==> config.mk <==
export PLATFORM = sky130hd
export DESIGN_NAME = timer_sched
export DESIGN_NICKNAME = d
export VERILOG_FILES = /design/src/rtl/timer_sched_pkg.sv /design/src/rtl/tick_div.sv /design/src/rtl/timer_sched.sv
export SDC_FILE = /design/constraint.sdc
export NUM_CORES = 1
export LEC_CHECK = 0
export ABC_AREA = 1
export ABC_CLOCK_PERIOD_IN_PS = 3300
export CAP_MARGIN = 40
export CELL_PAD_IN_SITES_DETAIL_PLACEMENT = 0
export CELL_PAD_IN_SITES_GLOBAL_PLACEMENT = 1
export CORE_MARGIN = 4
export CORE_UTILIZATION = 44
export DETAILED_ROUTE_END_ITERATION = 7
export DONT_BUFFER_PORTS = 1
export HOLD_SLACK_MARGIN = 0.06
export PLACE_DENSITY_LB_ADDON = 0.1
export SLEW_MARGIN = 10
export SYNTH_ARGS = -nofsm -noshare
export SYNTH_HDL_FRONTEND = slang
export SYNTH_SLANG_ARGS = --single-unit
==> constraint.sdc <==
create_clock -name clk -period 3.3 [get_ports clk]
set_clock_uncertainty 0.15 [all_clocks]
set_input_delay 0.495 -clock clk [delete_from_list [all_inputs] [get_ports clk]]
set_output_delay 0.495 -clock clk [all_outputs]
set_load 0.05 [all_outputs]
==> src/rtl/timer_sched_pkg.sv <==
// Shared types and default parameter values for the timer_sched block.
// Arbitration policy is selected in timer_sched by TIMER_SCHED_RR_EN.
package timer_sched_pkg;

    typedef enum logic [1:0] {
        StIdle,
        StRun,
        StDone
    } state_e;

    localparam int unsigned DefNReq  = 4;
    localparam int unsigned DefCntW  = 32;
    localparam int unsigned DefPresc = 32'd50_000;

endpackage

==> src/rtl/tick_div.sv <==
// Prescaler: counts 0..PRESC while enabled and pulses tick_o on the PRESC cycle.
module tick_div
    import timer_sched_pkg::*;
#(
    parameter int unsigned PRESC = DefPresc
) (
    input  logic clk,
    input  logic rst,
    input  logic clr_i,
    input  logic en_i,
    output logic tick_o
);

    logic [31:0] cnt_q, cnt_d;

    assign tick_o = en_i && (cnt_q == PRESC);

    always_comb begin
        cnt_d = cnt_q;
        if (clr_i) begin
            cnt_d = '0;
        end else if (en_i) begin
            cnt_d = tick_o ? '0 : cnt_q + 32'd1;
        end
    end

    always_ff @(posedge clk or posedge rst) begin
        if (rst) begin
            cnt_q <= '0;
        end else begin
            cnt_q <= cnt_d;
        end
    end

endmodule

==> src/rtl/timer_sched.sv <==
// Shared delay timer granted to one of N_REQ requesters at a time.
// Define TIMER_SCHED_RR_EN for round-robin arbitration; default is fixed priority.
module timer_sched
    import timer_sched_pkg::*;
#(
    parameter int unsigned N_REQ = DefNReq,
    parameter int unsigned CNT_W = DefCntW,
    parameter int unsigned PRESC = DefPresc
) (
    input  logic                     clk,
    input  logic                     rst,
    input  logic [N_REQ-1:0]         req_i,
    input  logic [N_REQ*CNT_W-1:0]   delay_i,
    output logic [N_REQ-1:0]         ack_o,
    output logic [N_REQ-1:0]         done_o,
    output logic                     busy_o,
    output logic [$clog2(N_REQ)-1:0] owner_o
);

    localparam int unsigned IdxW = $clog2(N_REQ);

    state_e            state_q, state_d;
    logic [CNT_W-1:0]  cnt_q, cnt_d;
    logic [IdxW-1:0]   owner_q, owner_d;
    logic [N_REQ-1:0]  ack_q, ack_d;
    logic [IdxW-1:0]   win;
    logic              win_vld;
    logic              grant;
    logic              run;
    logic              tick;

`ifdef TIMER_SCHED_RR_EN
    logic [IdxW-1:0] ptr_q, ptr_d;
    int              dist;
    int              best;

    // Winner is the requester at the smallest circular distance after ptr_q.
    always_comb begin
        win     = '0;
        win_vld = 1'b0;
        best    = int'(N_REQ);
        dist    = 0;
        for (int k = 0; k < int'(N_REQ); k++) begin
            dist = (k + 2 * int'(N_REQ) - int'(ptr_q) - 1) % int'(N_REQ);
            if (req_i[k] && (dist < best)) begin
                best    = dist;
                win     = IdxW'(k);
                win_vld = 1'b1;
            end
        end
    end

    assign ptr_d = (state_q == StDone) ? owner_q : ptr_q;

    always_ff @(posedge clk or posedge rst) begin
        if (rst) begin
            ptr_q <= IdxW'(N_REQ - 1);
        end else begin
            ptr_q <= ptr_d;
        end
    end
`else
    always_comb begin
        win     = '0;
        win_vld = 1'b0;
        for (int k = int'(N_REQ) - 1; k >= 0; k--) begin
            if (req_i[k]) begin
                win     = IdxW'(k);
                win_vld = 1'b1;
            end
        end
    end
`endif

    assign grant = (state_q == StIdle) && win_vld;
    assign run   = (state_q == StRun);

    tick_div #(
        .PRESC (PRESC)
    ) u_tick_div (
        .clk    (clk),
        .rst    (rst),
        .clr_i  (grant),
        .en_i   (run),
        .tick_o (tick)
    );

    always_comb begin
        state_d = state_q;
        cnt_d   = cnt_q;
        owner_d = owner_q;
        ack_d   = '0;
        case (state_q)
            StIdle: begin
                if (win_vld) begin
                    state_d    = StRun;
                    ack_d[win] = 1'b1;
                    cnt_d      = delay_i[win*CNT_W +: CNT_W];
                    owner_d    = win;
                end
            end
            StRun: begin
                if (cnt_q == '0) begin
                    state_d = StDone;
                end else if (tick) begin
                    cnt_d = cnt_q - CNT_W'(1);
                end
            end
            StDone: begin
                state_d = StIdle;
            end
            default: begin
                state_d = StIdle;
            end
        endcase
    end

    always_ff @(posedge clk or posedge rst) begin
        if (rst) begin
            state_q <= StIdle;
            cnt_q   <= '0;
            owner_q <= '0;
            ack_q   <= '0;
        end else begin
            state_q <= state_d;
            cnt_q   <= cnt_d;
            owner_q <= owner_d;
            ack_q   <= ack_d;
        end
    end

    always_comb begin
        done_o = '0;
        if (state_q == StDone) begin
            done_o[owner_q] = 1'b1;
        end
    end

    assign ack_o   = ack_q;
    assign busy_o  = (state_q != StIdle);
    assign owner_o = owner_q;

endmodule

==> results.yml <==
worst_setup_path:
  worstPathCellList: "inv_1 -> ha_1 -> nand2_1 -> nor2_4 -> nand3_1 -> nand3b_4 -> nand2_4 -> buf_4 -> o21ai_1"
  arrival_ns: 2.44
  cpPeakStageDelay_ns: 0.37
  cp-end-kind: "flop"
  crit_path_top_delay_cell: "dfrtp_1"
  start_kind: "flop"
  reg2reg_from: "cnt_q[0]"
  cp_max_fo: 26
  critPathKind: "reg -> reg"
  critical_path.startpoint: "cnt_q[0]"
  reg2reg_slack_ns: 0.93
  worstRegToRegCells: 9
  crit_end: "cnt_q[5]"
  r2r_end: "cnt_q[5]"
  required_ns: 3.37
power:
  p_per_area_mw_per_mm2: 297
  vdd_drop_max_mv: 0.205
  total_leakage_power_uw: 0.00330
  total_power_uw: 1930
cts:
  cts_num_sinks: 72
  post_cts_buffers: 0
  clk_latency_ns: 0.35
  cts_root_buffer: "clkbuf_16"
  cts_resized: 0
  tritoncts: "built"
  clockBufferDepth: 2
  htree_num_levels: 3
  path_clk_slew_ns: 0.06
  cts_made_buffers: 9
layout:
  area_growth_pct: 7.75
  final_cell_count_no_fill: 1215
  antenna_cells: 0
  fin_util_pct: 48.7
  drive_gt1_share_pct: 4.91
  nNetsFinal: 1172
placed_design:
  dpl.cell_count: 1199
  globalplace.congestion: 0.926
  dp_hpwl_um: 15400
  pre_cts_ws_ns: 0.931
  placement.io_buffers: 0
sta:
  finalHoldViolations: 0
  rsz0062_at_grt: "false"
  drv_slew: 0
  setup_ws_ns: 0.926
  worstMarginPinSlew_ns: 0.790
  tns_ns: 0
  fmax_mhz: 421
  layout_min_cycle_time_ns: 2.37
  setup_viol: 0
  fin_crit_sh_pct: 71.9
  max_slew_margin_pct: 47.3
floorplan:
  die_x_um: 125
  rows: 42
  ios: 145
  initial_core_util_pct: 45.2
  coreArea_mm2: 0.0133
  fp.dieH_um: 125
  die_area_mm2: 0.0157
synth:
  yosysSeqAreaShare_pct: 29.9
  avgSynthCellArea_um2: 5.81
  yosysUniqueCellTypes: 34
  synth-seq-cells: 72
  synth_area_mm2: 0.00603
  synth_nets: 1176
  yosysWarnings: 0
  synthCells: 1039
drt:
  drc: 0
  postRouteAntennaNets: 0
  dr.pass1.iters: 7
  wirelength_met1_um: 9770
  avgViaCountPerCell: 5.20
  maxUsedRoutingLayer: "met4"
  detail_route.wl_per_cell_um: 16.2
  wl_met3_um: 1050
  drt-total-wl_um: 19600
  wl_met2_um: 8500
  vias: 6315
  drtIter0Drc: 611
flow_run:
  cap_violations: 0
grt:
  grt_pass1_vias: 5929
  grt_remaining_overflow: 0
  grt_usage_pct: 25.0
  antenna_found_initial: 0
  grt_first_pass_wirelength_um: 31600
  grt_max_degree: 44
status:
  outcome: "finished, final reports clean"
hold_path:
  hp-class: "in -> reg"
  min_from: "req_i[2]"
[layout by cell type (no fill, tap or decap), types with 3 or more instances in the layout]
cell type  instances
a21oi_1           14
buf_4             16
clkbuf_16          9
dfrtp_1           72
ha_1               3
inv_1            119
inv_2              4
nand2_1          417
nand3_1           83
nand3b_1           6
nand4_1           17
nor2_1           127
nor2_2             7
nor3_1            27
o211ai_1           3
o21ai_0           47
o21ai_1           15
o21bai_1           4
o22ai_1            8
or2_2              3
xor2_1            16
[sequential cells by signal, indices dropped and copies added, names as in the netlist]
name              flops
cnt_q                32
owner_o               2
ack_o                 4
u_tick_div.cnt_q     32
state_q               2
[cell families after synthesis]
| kind of cell | after synthesis | synth area share (%) |
|---|---|---|
| flops | 72 | 29.9 |
| fa+ha+maj | 3 | 0.622 |
| compound gates | 93 | 8.25 |
| buf+inv | 157 | 10.7 |
| simple gates | 697 | 48.1 |
| xor+xnor | 17 | 2.47 |
[worst max-delay path: cells and delay by family, from the launching register on]
family	cells	cell delay, ns
flops	1	0.37
compound gates	1	0.12
simple gates	5	0.87
fa+ha+maj	1	0.27
buf+inv	2	0.45
[per-layer routing]
metal  up-vias  global-route usage, %
met1      2858                   38.1
met4         0                   6.95
met3        22                   3.45
met2       186                   37.1
met5         -                      0
li1       3249                      -
[where the power goes]
part / internal (µW) / switching, µW / leakage (µW)
registers: 883 / 0 / 0.000787
logic: 45.9 / 95.1 / 0.00238
clock network: 525 / 385 / 0.000132
[synth_stat cells]
cell type,number,area (µm²)
nand2_1,417,1570
nor2_1,128,480
inv_1,120,450
nand3_1,83,415
dfrtp_1,72,1800
o21ai_0,47,235
nor3_1,27,135
nand4_1,17,106
xor2_1,16,140
o21ai_1,15,75.1
a21oi_1,14,70.1
buf_2,13,65.1
clkbuf_1,13,48.8
o22ai_1,8,50.1
nand3b_1,6,45.0
nor2_2,6,37.5
buf_6,4,45.0
o21bai_1,4,30.0
buf_4,3,22.5
ha_1,3,37.5
inv_2,3,11.3
o211ai_1,3,22.5
or2_2,3,18.8
and2_1,2,12.5
nand2_4,2,22.5
nor2_4,2,22.5
a21boi_0,1,7.51
a21o_1,1,7.51
buf_1,1,3.75
nand2_2,1,6.26
nand3b_4,1,20.0
nor3b_1,1,7.51
nor4_1,1,6.26
xnor2_1,1,8.76
[layout make-up]
| class | count | area, µm² |
|---|---|---|
| fill | 1490 | 6850 |
| multi-input combinational | 810 | 3590 |
| sequential | 72 | 1800 |
| inverter | 123 | 462 |
| clock buffer | 12 | 246 |
| tap | 176 | 220 |
| timing repair buffer | 19 | 165 |
| clock inverter | 3 | 18.8 |
[worst min-delay path by stage]
stage / cells past startpoint / slack [ns] / to
5_1_grt: 2 / 0.16 / ack_o[2]
2_1_floorplan: 2 / 0.30 / cnt_q[0]
3_5_place_dp: 2 / 0.32 / cnt_q[0]
6_report: 2 / 0.16 / ack_o[2]
3_3_place_gp: 2 / 0.32 / cnt_q[0]
4_1_cts: 2 / 0.15 / ack_o[1]
[stage by stage]
stage	hold slack, ns	cell area [µm²]
detailed placement	0.323	6230
CTS	0.149	6500
floorplan	0.299	6030
global placement	0.317	6210
global route	0.160	6500
finish	0.158	6500
[timing repair]
item                                   in CTS  in global routing
hold buffers                                1                  0
setup endpoints to repair                   0                  0
endpoints found under the hold margin       5                  0
Note: power is estimated with default switching activity, not from simulation.
